File: src/rtl/gps_sample_packer.sv
// gps_sample_packer
//   Synchronises NCH raw GPS sample lanes, packs the samples captured on
//   SAMPLE_STB into WORD_W-bit words (first sample in the top bits), buffers
//   the words in a FIFO and drains them to the MCU as fixed-length SPI mode-0
//   frames of WORDS_PER_FRAME words.
//
// Ports
//   MCU_CLK_25_000  sole clock
//   RESET_N         asynchronous active-low reset
//   GPS_DATA        raw asynchronous lanes, lane k at [k*BITS +: BITS]
//   SAMPLE_STB      one-cycle capture pulse (synchronous)
//   ENABLE          capture enable; low discards any partial word
//   MCU_SCK         SPI clock, idles low
//   MCU_SS          SPI select, active low
//   MCU_MOSI        SPI data, MSB first
//   OVERFLOW        sticky: a completed word was dropped on a full FIFO
//   FIFO_LEVEL      words currently buffered
//
// SPI FSM
//   state | meaning
//   IDLE  | waiting for a full frame's worth of words in the FIFO
//   LOAD  | SS low, first word loaded, MOSI = its MSB
//   LOW   | SCK low for SCK_DIV cycles
//   HIGH  | SCK high for SCK_DIV cycles; falling edge shifts / pops / ends
//   GAP   | SS high for 2*SCK_DIV cycles between frames
module gps_sample_packer #(
    parameter int NCH             = 2,
    parameter int BITS            = 2,
    parameter int WORD_W          = 16,
    parameter int FIFO_DEPTH      = 16,
    parameter int SCK_DIV         = 2,
    parameter int WORDS_PER_FRAME = 4
) (
    input  logic                          MCU_CLK_25_000,
    input  logic                          RESET_N,
    input  logic [NCH*BITS-1:0]           GPS_DATA,
    input  logic                          SAMPLE_STB,
    input  logic                          ENABLE,
    output logic                          MCU_SCK,
    output logic                          MCU_SS,
    output logic                          MCU_MOSI,
    output logic                          OVERFLOW,
    output logic [$clog2(FIFO_DEPTH):0]   FIFO_LEVEL
);

    localparam int SW  = NCH * BITS;
    localparam int SPW = WORD_W / SW;
    localparam int CW  = (SPW > 1) ? $clog2(SPW) : 1;
    localparam int AW  = $clog2(FIFO_DEPTH);
    localparam int DW  = $clog2(2 * SCK_DIV);
    localparam int BW  = $clog2(WORD_W);
    localparam int WCW = $clog2(WORDS_PER_FRAME + 1);

    typedef enum logic [2:0] {ST_IDLE, ST_LOAD, ST_LOW, ST_HIGH, ST_GAP} state_t;

    logic [SW-1:0]     gps_s1_q, gps_s1_d, gps_s2_q, gps_s2_d;
    logic [WORD_W-1:0] pack_q, pack_d;
    logic [CW-1:0]     cnt_q, cnt_d;
    logic              word_valid_q, word_valid_d;
    logic [AW:0]       wr_ptr_q, wr_ptr_d, rd_ptr_q, rd_ptr_d;
    logic              overflow_q, overflow_d;
    state_t            state_q, state_d;
    logic [DW-1:0]     div_q, div_d;
    logic [BW-1:0]     bit_q, bit_d;
    logic [WCW-1:0]    wcnt_q, wcnt_d;
    logic [WORD_W-1:0] shift_q, shift_d;
    logic              sck_q, sck_d, ss_q, ss_d, mosi_q, mosi_d;

    logic [WORD_W-1:0] mem_q [FIFO_DEPTH];
    logic [WORD_W-1:0] rd_word;
    logic [AW:0]       level;
    logic              full, pop, push_ok;

    assign level   = wr_ptr_q - rd_ptr_q;
    assign full    = (level == (AW+1)'(FIFO_DEPTH));
    assign rd_word = mem_q[rd_ptr_q[AW-1:0]];
    // A pop in the same cycle frees a slot, so a full FIFO still accepts.
    assign push_ok = word_valid_q && (!full || pop);

    always_comb begin
        gps_s1_d     = GPS_DATA;
        gps_s2_d     = gps_s1_q;
        pack_d       = pack_q;
        cnt_d        = cnt_q;
        word_valid_d = 1'b0;
        if (!ENABLE) begin
            pack_d = '0;
            cnt_d  = '0;
        end else if (SAMPLE_STB) begin
            pack_d = (pack_q << SW) | WORD_W'(gps_s2_q);
            if (cnt_q == CW'(SPW - 1)) begin
                cnt_d        = '0;
                word_valid_d = 1'b1;
            end else begin
                cnt_d = cnt_q + CW'(1);
            end
        end
    end

    always_comb begin
        state_d = state_q;
        div_d   = div_q;
        bit_d   = bit_q;
        wcnt_d  = wcnt_q;
        shift_d = shift_q;
        sck_d   = sck_q;
        ss_d    = ss_q;
        mosi_d  = mosi_q;
        pop     = 1'b0;
        case (state_q)
            ST_IDLE: begin
                // The first word is popped on the edge into LOAD so that SS,
                // MOSI and the shift register are already valid during LOAD.
                if (32'(level) >= 32'(WORDS_PER_FRAME)) begin
                    state_d = ST_LOAD;
                    pop     = 1'b1;
                    shift_d = rd_word;
                    mosi_d  = rd_word[WORD_W-1];
                    ss_d    = 1'b0;
                    bit_d   = BW'(WORD_W - 1);
                    wcnt_d  = '0;
                end
            end
            ST_LOAD: begin
                state_d = ST_LOW;
                div_d   = DW'(SCK_DIV - 1);
            end
            ST_LOW: begin
                if (div_q == '0) begin
                    state_d = ST_HIGH;
                    sck_d   = 1'b1;
                    div_d   = DW'(SCK_DIV - 1);
                end else begin
                    div_d = div_q - DW'(1);
                end
            end
            ST_HIGH: begin
                if (div_q == '0) begin
                    sck_d   = 1'b0;
                    state_d = ST_LOW;
                    div_d   = DW'(SCK_DIV - 1);
                    if (bit_q != '0) begin
                        shift_d = shift_q << 1;
                        mosi_d  = shift_q[WORD_W-2];
                        bit_d   = bit_q - BW'(1);
                    end else if (wcnt_q != WCW'(WORDS_PER_FRAME - 1)) begin
                        pop     = 1'b1;
                        shift_d = rd_word;
                        mosi_d  = rd_word[WORD_W-1];
                        bit_d   = BW'(WORD_W - 1);
                        wcnt_d  = wcnt_q + WCW'(1);
                    end else begin
                        ss_d    = 1'b1;
                        mosi_d  = 1'b0;
                        state_d = ST_GAP;
                        div_d   = DW'(2 * SCK_DIV - 1);
                    end
                end else begin
                    div_d = div_q - DW'(1);
                end
            end
            ST_GAP: begin
                if (div_q == '0) begin
                    state_d = ST_IDLE;
                end else begin
                    div_d = div_q - DW'(1);
                end
            end
            default: state_d = ST_IDLE;
        endcase
        wr_ptr_d   = wr_ptr_q + (AW+1)'(push_ok);
        rd_ptr_d   = rd_ptr_q + (AW+1)'(pop);
        overflow_d = overflow_q | (word_valid_q & ~push_ok);
    end

    always_ff @(posedge MCU_CLK_25_000 or negedge RESET_N) begin
        if (!RESET_N) begin
            gps_s1_q     <= '0;
            gps_s2_q     <= '0;
            pack_q       <= '0;
            cnt_q        <= '0;
            word_valid_q <= 1'b0;
            wr_ptr_q     <= '0;
            rd_ptr_q     <= '0;
            overflow_q   <= 1'b0;
            state_q      <= ST_IDLE;
            div_q        <= '0;
            bit_q        <= '0;
            wcnt_q       <= '0;
            shift_q      <= '0;
            sck_q        <= 1'b0;
            ss_q         <= 1'b1;
            mosi_q       <= 1'b0;
        end else begin
            gps_s1_q     <= gps_s1_d;
            gps_s2_q     <= gps_s2_d;
            pack_q       <= pack_d;
            cnt_q        <= cnt_d;
            word_valid_q <= word_valid_d;
            wr_ptr_q     <= wr_ptr_d;
            rd_ptr_q     <= rd_ptr_d;
            overflow_q   <= overflow_d;
            state_q      <= state_d;
            div_q        <= div_d;
            bit_q        <= bit_d;
            wcnt_q       <= wcnt_d;
            shift_q      <= shift_d;
            sck_q        <= sck_d;
            ss_q         <= ss_d;
            mosi_q       <= mosi_d;
        end
    end

    // pack_q holds the completed word for exactly the cycle word_valid_q is set.
    always_ff @(posedge MCU_CLK_25_000) begin
        if (push_ok) begin
            mem_q[wr_ptr_q[AW-1:0]] <= pack_q;
        end
    end

    assign MCU_SCK    = sck_q;
    assign MCU_SS     = ss_q;
    assign MCU_MOSI   = mosi_q;
    assign OVERFLOW   = overflow_q;
    assign FIFO_LEVEL = level;

endmodule

File: config.mk
export PLATFORM = sky130hd
export DESIGN_NAME = gps_sample_packer
export DESIGN_NICKNAME = d
export VERILOG_FILES = /design/src/rtl/gps_sample_packer.sv
export SDC_FILE = /design/constraint.sdc
export NUM_CORES = 1
export LEC_CHECK = 0
export BUFFER_PORTS_ARGS = -buffer_cell sky130_fd_sc_hd__buf_2
export CAP_MARGIN = 20
export CORE_MARGIN = 5
export CORE_UTILIZATION = 50
export DETAILED_ROUTE_END_ITERATION = 10
export PLACE_DENSITY = 0.71
export RECOVER_POWER = 25
export SLEW_MARGIN = 20
export SYNTH_ARGS = -nofsm -noshare
export SYNTH_HDL_FRONTEND = slang
export SYNTH_SLANG_ARGS = --single-unit
export TNS_END_PERCENT = 100
File: constraint.sdc
create_clock -name MCU_CLK_25_000 -period 6.03 [get_ports MCU_CLK_25_000]
set_input_delay 0.603 -clock MCU_CLK_25_000 [delete_from_list [all_inputs] [get_ports MCU_CLK_25_000]]
set_output_delay 0.603 -clock MCU_CLK_25_000 [all_outputs]
set_load 0.05 [all_outputs]
==> impl_metrics.ini <==
[critical_path]
crit_required_ns = 6.40
worst_setup_path_end_kind = flip-flop
critPathMaxStageDelay_ns = 0.88
crit_slowest_cell = a21oi_4
arrival_ns = 4.69
criticalPathCategory = reg -> reg
cp_common_cell = ha_1
start_kind = flip-flop
cp_max_fo = 24
cp_cell_sequence = clkinv_1, ha_1, a211oi_2, o21a_4, o32ai_4, a21oi_4, a21boi_1, ha_1, ha_1, xor2_1

[final_layout]
final_cells = 1097
num_antenna_cells = 0
area_growth_pct = 12.60
drive_gt1_share_pct = 27.43
stdcell_area_sq_um = 14960
fin_nets = 761

[timing]
finClkSkew_ns = 0.01975
rsz0062_at_grt = no
fin_setup_tns_ns = 0
tightest_slew_ns = 3.730
period_share_pct = 71.60
finalSetupViolCount = 0
relSlewSlack_pct = -148.6
max_clock_freq_mhz = 231.6
setup_slack_ns = 1.713
slew_viol_final = 69
finalHoldViolations = 0
finalCriticalPeriod_ns = 4.317

[placed_design]
hpwl_um = 17280
dp_cells = 1035
placed_area_sq_um = 13840
place.port_buffers = 16
post-place-ws_ns = 1.789
place_congestion = 0.8647

[drt]
via_count = 6526
drt_first_pass_iters = 5
via_per_inst = 5.949
post-route-drc-count = 0
antenna_left = 0
drt_iter0_markers = 543
wl_per_cell_um = 25.25
routed_wl_um = 27700

[logic_synthesis]
synth_simple_gate_area_share_pct = 3.803
synthMuxAreaShare_pct = 17.60
synth-main-ff-cell = edfxtp_1
synth_compound_area_share_pct = 3.690
syn_nets = 728
synth_area_leaders = edfxtp_1 (58%), dfrtp_1 (13%), mux4_2 (11%), mux2i_1 (3.6%), mux2_2 (2.1%)
synth-edff-count = 256
ys_seq_elements = 324
syn_area_sq_um = 13290
synthAdderAreaFrac_pct = 1.469
ys_warn_count = 0
synth_top_family_by_area = multiplexers
avgSynthCellArea_sq_um = 18.85
post_synth_xor_area_fraction_pct = 0.7908
synthArstFlopShare_pct = 20.99
syn_inst = 705
yosysSeqAreaShare_pct = 70.66
synth_top_area_share_pct = 57.84
ys_types = 62
synth_top_cell_by_area = edfxtp_1

[cts]
cts_setup_buffers = 0
insertion_delay_ns = 0.50
ctsLongestPathBuffers = 3
cts_made_buffers = 34
cts_hold_buf = 0
cts_sinks = 324
clk_pin_slew_ns = 0.06
cts_resized = 0
cts-root-buf = clkbuf_16
h-tree-depth = 2
cts_tree = yes

[floorplanning]
die_area_sq_um = 29940
die_w_um = 173.0
start_util_pct = 50.86
pin_count = 17
rows = 59
core_sq_um = 26130
die_h_um = 173.0

[grt]
grt_max_degree = 69
grt_pass1_vias = 6764
grt_pass1_wl_um = 42480
antenna_found_initial = 1
grt_overflow = 0
track_usage_pct = 18.63

[power]
worst_ir_drop_vdd_uv = 273.4
leakage_nw = 5.346
p_per_area_nw_per_um2 = 419.7

[run]
max_cap_viol_count = 1

[outcome]
failed_checks = capacitance limit, slew limit
status = finished with violations

[hold_path]
hold_path.class = in -> reg
-- critical path: cells and delay by family, from the launching register on --
| family | cells | cell delay, ns |
|---|---|---|
| AOI/OAI and AO/OA | 5 | 1.79 |
| xor gates and xnor gates | 1 | 0.17 |
| adders and majority gates | 3 | 1.02 |
| buffers and inverters | 1 | 0.55 |
| DFF | 1 | 0.61 |
-- metrics by stage --
step / power (mW) / util, % / hold slack [ns]
after floorplan: 3.859 / - / 0.3074
after global placement: 4.211 / 52.95 / 0.3405
after detailed placement: 4.257 / 52.95 / 0.3402
after CTS: 6.306 / 57.14 / 0.1958
after global routing: 6.531 / 57.26 / 0.1925
final: 6.281 / 57.26 / 0.2109
-- power by group --
part / internal, mW / total (mW) / switching, mW
Sequential: 2.50 / 2.63 / 0.128
Clock: 1.23 / 2.05 / 0.813
Combinational: 0.736 / 1.61 / 0.873
-- cells in the mapped netlist, types with 3 or more instances --
master	count
clkbuf_1	14
mux4_2	64
xor2_1	7
buf_6	3
inv_1	15
nand2b_1	3
edfxtp_1	256
buf_4	6
dfrtp_1	67
mux2i_1	48
nand3b_1	3
buf_2	11
mux2_4	9
nor2b_1	20
a211oi_1	13
a21oi_1	6
a2111oi_0	4
and2_1	3
mux2_2	25
nor2_1	14
o22ai_1	3
nor3_1	4
nand2_1	27
xnor2_1	5
nand3_1	6
o21ai_0	17
ha_1	14
-- kinds of logic after synthesis --
family,Yosys count
AO/OA/AOI/OAI,64
XOR/XNOR,12
adder cells (fa/ha/maj),15
buffers and inverters,52
flip-flops,324
multiplexers,146
AND/OR/NAND/NOR,92
-- area by class of cell --
cell class                      count  area [sq um]
Multi-Input combinational cell    329          3769
Fill cell                        1956         11170
Tap cell                          335         419.2
Clock buffer                       41         898.4
Inverter                           16         60.06
Timing Repair Buffer               33         227.7
Clock inverter                     19         195.2
Sequential cell                   324          9395
-- flip-flops by register name, summed over array words and instances, names as in the netlist, 3 cells and up --
signal / flops
bit_q: 4
gps_s1_q: 4
gps_s2_q: 4
mem_q: 256
pack_q: 16
rd_ptr_q: 5
shift_q: 15
state_q: 3
wcnt_q: 3
wr_ptr_q: 5
-- path summary, 6_finish.rpt --
| check | slack, ns | to | depth (start not counted) | startpoint |
|---|---|---|---|---|
| worst min register to register | 0.35 | gps_s2_q[3] | 0 | gps_s1_q[3] |
| worst max register to register | 1.71 | wr_ptr_q[2] | 10 | rd_ptr_q[2] |
| worst min-delay path | 0.21 | gps_s1_q[0] | 1 | GPS_DATA[0] |
| max in group asynchronous | 2.01 | rd_ptr_q[0] | 1 | RESET_N |
| worst max-delay path | 1.71 | wr_ptr_q[2] | 10 | rd_ptr_q[2] |
| min in group asynchronous | 1.37 | MCU_SCK | 1 | RESET_N |
-- cells in the final DEF (no fill, tap or decap), types with 13 or more instances in the layout --
cell type	synthesis	routed
edfxtp_1	256	256
buf_2	11	13
buf_4	6	15
mux2_2	25	25
mux4_2	64	64
ha_1	14	14
clkbuf_16	0	35
nor2b_1	20	20
mux2i_1	48	48
dfrtp_1	67	65
nand2_1	27	27
o21ai_0	17	17
inv_1	15	15
nor2_1	14	14
-- layer usage --
| metal | part of all wire (%) | track usage [%] |
|---|---|---|
| met1 | 41 | 25.44 |
| met2 | 51 | 31.52 |
| met3 | 6.2 | 3.799 |
| met4 | 2.1 | 3.924 |
| met5 | 0.040 | 0 |
Note: power is estimated with default switching activity, not from simulation.
